===== src/rtl/delay_timer.sv =====
// -----------------------------------------------------------------------------
// delay_timer
//
// Multi-channel programmable one-shot delay timer. Each channel watches its
// trigger for a rising edge, waits a programmable number of clock cycles, then
// drives a programmable-width pulse. A one-cycle done strobe follows the pulse.
//
// Parameters:
//   CH     - number of independent channels
//   W      - width of each per-channel delay field (delay 0..2^W-1)
//   PW     - width of each per-channel pulse-width field (0 is treated as 1)
//   RETRIG - 1: an edge while counting reloads the delay; 0: it is dropped
//
// Ports:
//   clk       in  1       sole clock, all state on rising edge
//   reset_n   in  1       asynchronous active-low reset
//   trig      in  CH      per-channel trigger level
//   delay     in  CH*W    channel i delay at [i*W +: W], sampled on edge
//   width     in  CH*PW   channel i pulse width at [i*PW +: PW], sampled on edge
//   pulse     out CH      registered delayed pulse
//   busy      out CH      channel in COUNT or PULSE
//   done      out CH      one-cycle strobe after the pulse falls
//   state_dbg out 2*CH    channel i FSM state at [2*i +: 2] (0 IDLE, 1 COUNT,
//                         2 PULSE)
//
// Build option:
//   DELAY_TIMER_SYNC_EN - when defined, each trig bit passes through a
//   two-flop synchroniser before edge detection (adds 2 cycles of latency
//   measured from the trig input; trig may then be asynchronous).
//
// Handshake: there is no valid/ready pair here; a trigger edge is accepted
// only in IDLE (or in COUNT when RETRIG=1) and is otherwise dropped, never
// queued.
// -----------------------------------------------------------------------------
module delay_timer #(
   parameter int CH     = 4,
   parameter int W      = 8,
   parameter int PW     = 4,
   parameter int RETRIG = 0
) (
   input  logic             clk,
   input  logic             reset_n,
   input  logic [CH-1:0]    trig,
   input  logic [CH*W-1:0]  delay,
   input  logic [CH*PW-1:0] width,
   output logic [CH-1:0]    pulse,
   output logic [CH-1:0]    busy,
   output logic [CH-1:0]    done,
   output logic [2*CH-1:0]  state_dbg
);

   typedef enum logic [1:0] {
      IDLE  = 2'd0,
      COUNT = 2'd1,
      PULSE = 2'd2
   } state_t;

   for (genvar i = 0; i < CH; i++) begin : g_ch
      logic          trig_s;
      logic          trig_q;
      logic          trig_edge;
      state_t        state;
      logic [W-1:0]  cnt;
      logic [PW-1:0] wcnt;
      logic [PW-1:0] width_ld;
      logic          pulse_r;
      logic          busy_r;
      logic          done_r;

`ifdef DELAY_TIMER_SYNC_EN
      logic [1:0] sync_q;

      always_ff @(posedge clk or negedge reset_n) begin
         if (!reset_n) begin
            sync_q <= 2'b00;
         end else begin
            sync_q <= {sync_q[0], trig[i]};
         end
      end

      assign trig_s = sync_q[1];
`else
      assign trig_s = trig[i];
`endif

      // trig_q resets to 0, so a trigger already high at reset release is
      // seen as an edge on the first clock.
      assign trig_edge = trig_s & ~trig_q;

      // A zero width still produces a one-cycle pulse.
      assign width_ld  = (width[i*PW +: PW] == '0) ? PW'(1) : width[i*PW +: PW];

      always_ff @(posedge clk or negedge reset_n) begin
         if (!reset_n) begin
            trig_q  <= 1'b0;
            state   <= IDLE;
            cnt     <= '0;
            wcnt    <= '0;
            pulse_r <= 1'b0;
            busy_r  <= 1'b0;
            done_r  <= 1'b0;
         end else begin
            trig_q <= trig_s;
            done_r <= 1'b0;
            case (state)
               IDLE: begin
                  if (trig_edge) begin
                     cnt    <= delay[i*W +: W];
                     wcnt   <= width_ld;
                     state  <= COUNT;
                     busy_r <= 1'b1;
                  end
               end
               COUNT: begin
                  // A retrigger reload takes priority over the zero exit.
                  if ((RETRIG != 0) && trig_edge) begin
                     cnt  <= delay[i*W +: W];
                     wcnt <= width_ld;
                  end else if (cnt == '0) begin
                     state   <= PULSE;
                     pulse_r <= 1'b1;
                  end else begin
                     cnt <= cnt - 1'b1;
                  end
               end
               PULSE: begin
                  wcnt <= wcnt - 1'b1;
                  if (wcnt == PW'(1)) begin
                     state   <= IDLE;
                     pulse_r <= 1'b0;
                     busy_r  <= 1'b0;
                     done_r  <= 1'b1;
                  end
               end
               default: begin
                  state   <= IDLE;
                  pulse_r <= 1'b0;
                  busy_r  <= 1'b0;
               end
            endcase
         end
      end

      assign pulse[i]            = pulse_r;
      assign busy[i]             = busy_r;
      assign done[i]             = done_r;
      assign state_dbg[2*i +: 2] = state;
   end

endmodule


===== config.mk =====
export PLATFORM = sky130hd
export DESIGN_NAME = delay_timer
export DESIGN_NICKNAME = d
export VERILOG_FILES = /design/src/rtl/delay_timer.sv
export SDC_FILE = /design/constraint.sdc
export NUM_CORES = 1
export LEC_CHECK = 0
export ABC_AREA = 0
export CAP_MARGIN = 20
export CORE_UTILIZATION = 38
export CTS_CLUSTER_SIZE = 14
export DETAILED_ROUTE_END_ITERATION = 10
export SLEW_MARGIN = 25
export SYNTH_ARGS = -nofsm -noshare
export SYNTH_HDL_FRONTEND = slang
export SYNTH_SLANG_ARGS = --single-unit

===== constraint.sdc =====
create_clock -name clk -period 2.4 [get_ports clk]
set_clock_uncertainty 0.1 [all_clocks]
set_input_delay 0.48 -clock clk [delete_from_list [all_inputs] [get_ports clk]]
set_output_delay 0.48 -clock clk [all_outputs]
set_load 0.02 [all_outputs]

==> flow_summary.yaml, run 1 <==
yosys:
  yosysTopAreaCellShare_pct: 43.18
  synth_warnings: 0
  synth-seq-area-share_pct: 43.18
  async_reset_ff_share_pct: 100.0
  synth_area_sq_um: 4173
  ys_dominant_reg_cell: "dfrtp_1"
  netlist_top_cells_area: "dfrtp_1 43%, a21oi_1 5.2%, ha_1 4.8%"
  netlist_instances: 466
  syn_area_per_cell_sq_um: 8.954
  yosys.cell_count.top_type: "dfrtp_1"
  synth.net_count: 536
  yosysTopAreaCell: "dfrtp_1"
  yosysUniqueCellTypes: 62
  synth_edf_count: 0
  synth_common_cells: "72 x dfrtp_1, 43 x a21oi_1, 39 x nor2_1"
  ys_seq_elements: 72
die:
  fp.dieW_um: 106.8
  core_area_sq_um: 10460
  die_y_um: 106.8
  top_level_ports: 74
  start_util_pct: 39.88
  rows: 37
  die-area_sq_um: 11400
placed_design:
  dp_hpwl_mm: 6.763
  portBuffers: 73
  gp_congestion: 0.8040
  placed_cells: 662
cts:
  insertion_delay_ns: 0.34
  ctsLongestPathBuffers: 2
  cts.htree.levels: 3
  cts-root-buf: "clkbuf_8"
  cts_buffers: 9
  clkTransAtPathRegs_ns: 0.08
  cts.repair.resized: 0
  cts_tree: "done"
  post_cts_buffers: 0
  cts_sinks: 72
timing:
  drv_slew: 0
  setup_viol: 0
  relSlewSlack_pct: 66.43
  rsz0062_at_grt: "no"
  setup-tns-final_ns: 0
  tightestPinTransition_ns: 0.4997
  period_needed_ns: 2.218
  hold_violations: 0
  max_freq_mhz: 450.8
  fin_crit_sh_pct: 92.44
setup_path:
  r2r_cells: 7
  cp.depth: 1
  cpMaxStageDelayCell: "clkdlybuf4s50_1"
  crit_arrival_ns: 1.64
  ff2ff_setup_slack_ns: 0.37
  start_kind: "register"
  cp_max_fo: 12
  endpoint_kind: "output pin"
  crit_required_ns: 1.82
  path_buf_inv: 1
  reg2reg_from: "g_ch[1].cnt[0]"
  r2r_end: "g_ch[1].cnt[4]"
  critical_path.max_stage_delay_ns: 0.69
  crit_type: "reg2out"
  crit_family: "buffers and inverters"
  cp_cell_sequence: "clkdlybuf4s50_1"
route:
  drcViolationCount: 0
  drt-initial-drc-count: 110
  ant_nets: 0
  routedWlPerCell_um: 14.11
  vias_per_cell: 5.378
  wirelength_mm: 9.583
  firstDrtPassIters: 6
  vias: 3652
global_route:
  grt_max_degree: 37
  antenna_found_initial: 0
  grt_use_total_pct: 17.96
  grt_pass1_wl_mm: 16.62
  grt_pass1_vias: 3537
  overflow: 0
cells_and_area:
  drive_gt1_share_pct: 8.840
  antenna_cells: 0
  area_growth_pct: 25.76
  multi_input_area_sq_um: 2081
  fill_cells: 1015
  ff_latch_area_sq_um: 1802
  nNetsFinal: 608
  layout.cells.non_filler: 679
power:
  peakVddDrop_mv: 0.3717
  p_leak_nw: 2.288
  power.density_nw_per_um2: 819.3
flow_run:
  drv_cap: 0
run_status:
  status: "finished clean"
worst_hold_path:
  worst_hold_path_type: "in2async"
==> layout make-up <==
| cell class | instances | share of cell area (%) |
|---|---|---|
| Inverter | 32 | 2.289 |
| Sequential cell | 72 | 34.33 |
| Timing Repair Buffer | 91 | 16.69 |
| Clock buffer | 13 | 3.028 |
| Tap cell | 136 | 3.243 |
| Clock inverter | 3 | 0.7630 |
| Multi-Input combinational cell | 332 | 39.65 |
==> layout by cell type (no fill, tap or decap), drive strengths merged, types with 5 or more instances in the layout <==
cell           instances
a22oi                  6
a31oi                  8
mux2i                  6
nor2                  39
clkdlybuf4s50         72
nor4                   5
o22ai                 10
nand3                 16
nor3b                  8
nor2b                  7
ha                    16
clkbuf                13
nand2                 34
o21ai                 31
inv                   32
buf                   18
nand2b                12
dfrtp                 72
nor3                  19
a21oi                 43
==> state kept, by name, summed over array words and instances (netlist names) <==
register	flops
g_ch.busy_r	4
g_ch.trig_q	4
g_ch.cnt	32
g_ch.pulse_r	4
g_ch.state	8
g_ch.wcnt	16
g_ch.done_r	4
==> per-stage QoR <==
stage	worst slack (ns)	hold slack [ns]	utilization, %	area (sq um)	total power [mW]
after floorplan	0.5092	0.08441	-	4173	2.902
after global placement	0.2047	0.1813	48.16	5039	3.293
after detailed placement	0.1627	0.1852	48.16	5039	3.348
after CTS	0.1728	0.3446	50.16	5248	4.359
after global routing	0.1034	0.3561	50.16	5248	4.651
final	0.1816	0.3617	50.16	5248	4.300
==> where the power goes <==
group / switching [mW] / total (mW) / internal, mW
Combinational: 0.679 / 1.38 / 0.706
Sequential: 0.375 / 1.93 / 1.56
Clock: 0.446 / 0.982 / 0.536
==> cell families (layout without fill, tap and decap cells) <==
kind of cell,count (synthesis),in the layout,synth area share (%)
buffers and inverters,62,139,6.957
AOI/OAI and AO/OA,141,141,21.68
and+or+nand+nor,164,164,20.84
muxes,7,7,1.709
xor gates and xnor gates,4,4,0.8397
DFF,72,72,43.18
adders and majority gates,16,16,4.798
==> repair_timing <==
item                       in CTS  in global routing
setup endpoints to repair       0                  0
hold buffers                    1                  0
hold endpoints to repair        2                  0
==> how the worst max path moves through the flow <==
| stage | from | to |
|---|---|---|
| 2_1_floorplan | g_ch[3].cnt[0] | g_ch[3].cnt[0] |
| 3_3_place_gp | trig[1] | g_ch[1].cnt[4] |
| 3_5_place_dp | trig[1] | g_ch[1].cnt[4] |
| 4_1_cts | g_ch[0].state[0] | state_dbg[0] |
| 5_1_grt | g_ch[0].state[0] | state_dbg[0] |
| 6_report | g_ch[0].state[0] | state_dbg[0] |
==> per-layer routing <==
layer	vias up	GRT usage (%)	wire length [um]
li1	1820	-	-
met1	1729	24.24	4555
met2	91	29.17	4516
met3	12	3.708	413
met4	0	4.892	97
met5	-	0	0
No activity file was read; power rests on OpenSTA's default activity.
==> run 2, diff against run 1 <==
--- a/config.mk
+++ b/config.mk
@@ -6,7 +6,8 @@
 export NUM_CORES = 1
 export LEC_CHECK = 0
 export ABC_AREA = 0
-export CAP_MARGIN = 20
+export ABC_CLOCK_PERIOD_IN_PS = 2690
+export CAP_MARGIN = 0
 export CORE_UTILIZATION = 38
 export CTS_CLUSTER_SIZE = 14
 export DETAILED_ROUTE_END_ITERATION = 10
==> constraint.sdc (replaced) <==
create_clock -name clk -period 2.69 [get_ports clk]
set_clock_uncertainty 0.1 [all_clocks]
set_input_delay 0.538 -clock clk [delete_from_list [all_inputs] [get_ports clk]]
set_output_delay 0.538 -clock clk [all_outputs]
set_load 0.02 [all_outputs]
==> run 2 against run 1 <==
Clock power fell by 2.4%. Highest routed layer unchanged. Sequential power shrank 10%. Via count did not move. Setup slack improved by 0.089 ns. Non-clock buffer count shrank 8. Critical path type unchanged. First-iteration DRC count up 15%. Design area shrank 0.91%. Combinational power is 12% lower. Critical endpoint is now state_dbg[4]. Critical path depth is the same. Core utilization down 0.45 points.
==> flow_summary.yaml, run 2 (same netlist as run 1, synthesis figures left out) <==
route:
  vias_per_cell: 5.443
  vias: 3652
  drt-initial-drc-count: 126
  drcViolationCount: 0
  ant_nets: 0
  wirelength_mm: 9.679
  firstDrtPassIters: 4
  routedWlPerCell_um: 14.42
cells_and_area:
  fill_cells: 1043
  drive_gt1_share_pct: 7.477
  final_cell_mix: "72 x dfrtp_1, 72 x clkdlybuf4s50_1, 43 x a21oi_1"
  area_growth_pct: 24.62
  ff_latch_area_sq_um: 1802
  largest_register: "g_ch.cnt"
  fin_util_pct: 49.70
  multi_input_area_sq_um: 2081
  reg_top3: "g_ch.cnt (32), g_ch.wcnt (16), g_ch.state (8)"
  largest_register_ff_count: 32
  nNetsFinal: 600
  antenna_cells: 0
global_route:
  gr-usage-met3_pct: 3.343
  top_usage_layer: "met2"
  grt_pass1_vias: 3607
  grt_util_met1_pct: 23.89
  antenna_found_initial: 0
  grt_use_total_pct: 17.98
  overflow: 0
  grt_max_degree: 73
  grt_pass1_wl_mm: 16.62
  grt_util_met2_pct: 28.66
timing:
  period_needed_ns: 2.419
  drv_slew: 0
  holdWs_ns: 0.08833
  rsz0062_at_grt: "no"
  relSlewSlack_pct: 55.06
  hold_violations: 0
  fin_crit_sh_pct: 89.93
  tightestPinTransition_ns: 0.6727
  setup_viol: 0
  setup-tns-final_ns: 0
  max_freq_mhz: 413.4
die:
  die_y_um: 106.8
  die-area_sq_um: 11400
  top_level_ports: 74
  rows: 37
  core_area_sq_um: 10460
  start_util_pct: 39.88
  fp.dieW_um: 106.8
setup_path:
  crit_required_ns: 2.05
  cp_cell_sequence: "clkdlybuf4s50_1"
  cpMaxStageDelayCell: "dfrtp_1"
  endpoint_kind: "output pin"
  crit_family: "flip-flops"
  crit_arrival_ns: 1.78
  critPathLaunch: "g_ch[2].state[0]"
  critical_path.max_stage_delay_ns: 0.72
  reg2reg_from: "g_ch[3].state[0]"
  crit_type: "reg2out"
  cp_max_fo: 17
  start_kind: "register"
  path_buf_inv: 1
power:
  power.density_nw_per_um2: 751.9
  p_leak_nw: 2.254
  peakVddDrop_mv: 0.3874
cts:
  ctsLongestPathBuffers: 2
  cts_buffers: 9
  clkTransAtPathRegs_ns: 0.08
  cts.htree.levels: 3
  cts_tree: "done"
  cts_sinks: 72
  post_cts_buffers: 0
  insertion_delay_ns: 0.34
  cts.repair.resized: 0
  cts-root-buf: "clkbuf_8"
  hold_buffers: 0
worst_hold_path:
  worst_hold_path_type: "in2async"
placed_design:
  dp_hpwl_mm: 6.603
  portBuffers: 73
  gp_congestion: 0.8111
flow_run:
  drv_cap: 0
run_status:
  status: "finished clean"
run 2: layout make-up:
cell class              instances  area share [%]
well taps                     136           3.272
multi-input cells             332           40.01
repair buffers                 83           15.64
clock inverters                 3           1.251
inverters                      32           2.310
flip-flops and latches         72           34.65
clock buffers                  13           2.863
run 2: power breakdown:
part | internal (mW) | total (mW) | switching, mW
registers | 1.39 | 1.73 | 0.343
logic | 0.617 | 1.22 | 0.602
clock network | 0.548 | 0.958 | 0.409
total | 2.56 | 3.91 | 1.35
run 2: path summary, 6_finish.rpt:
path                                   to  slack, ns  depth (start not counted)
max                          state_dbg[4]       0.27                          1
min reg2reg                g_ch[1].busy_r       0.42                          2
max in group asynchronous  g_ch[0].trig_q       2.02                          2
max reg2reg                g_ch[3].cnt[5]       0.58                          5
min                        g_ch[2].done_r       0.09                          2
min in group clk           g_ch[1].busy_r       0.42                          2
run 2: stage by stage:
| step | setup slack (ns) | cells | power (mW) | cell area (sq um) |
|---|---|---|---|---|
| after detailed placement | 0.3403 | 655 | 2.972 | 4986 |
| after CTS | 0.2660 | 671 | 3.947 | 5200 |
| final | 0.2709 | 671 | 3.910 | 5200 |
| after floorplan | 0.7992 | 466 | 2.589 | 4173 |
| after global placement | 0.4159 | 655 | 2.929 | 4986 |
| after global routing | 0.1918 | 671 | 4.218 | 5200 |
run 2: layer usage:
layer,wire length (um),vias up,share of wire (%)
li1,-,1807,-
met2,4414,74,46
met1,4726,1758,49
met4,155,0,1.6
met5,0,-,0
met3,382,13,3.9
==> run 3, diff against run 2 <==
--- a/config.mk
+++ b/config.mk
@@ -11,7 +11,7 @@
 export CORE_UTILIZATION = 38
 export CTS_CLUSTER_SIZE = 14
 export DETAILED_ROUTE_END_ITERATION = 10
-export SLEW_MARGIN = 25
+export SLEW_MARGIN = 20
 export SYNTH_ARGS = -nofsm -noshare
 export SYNTH_HDL_FRONTEND = slang
 export SYNTH_SLANG_ARGS = --single-unit
==> results of run 3 <==
No change in the layout: final DEF, timing and power equal those of run 2.
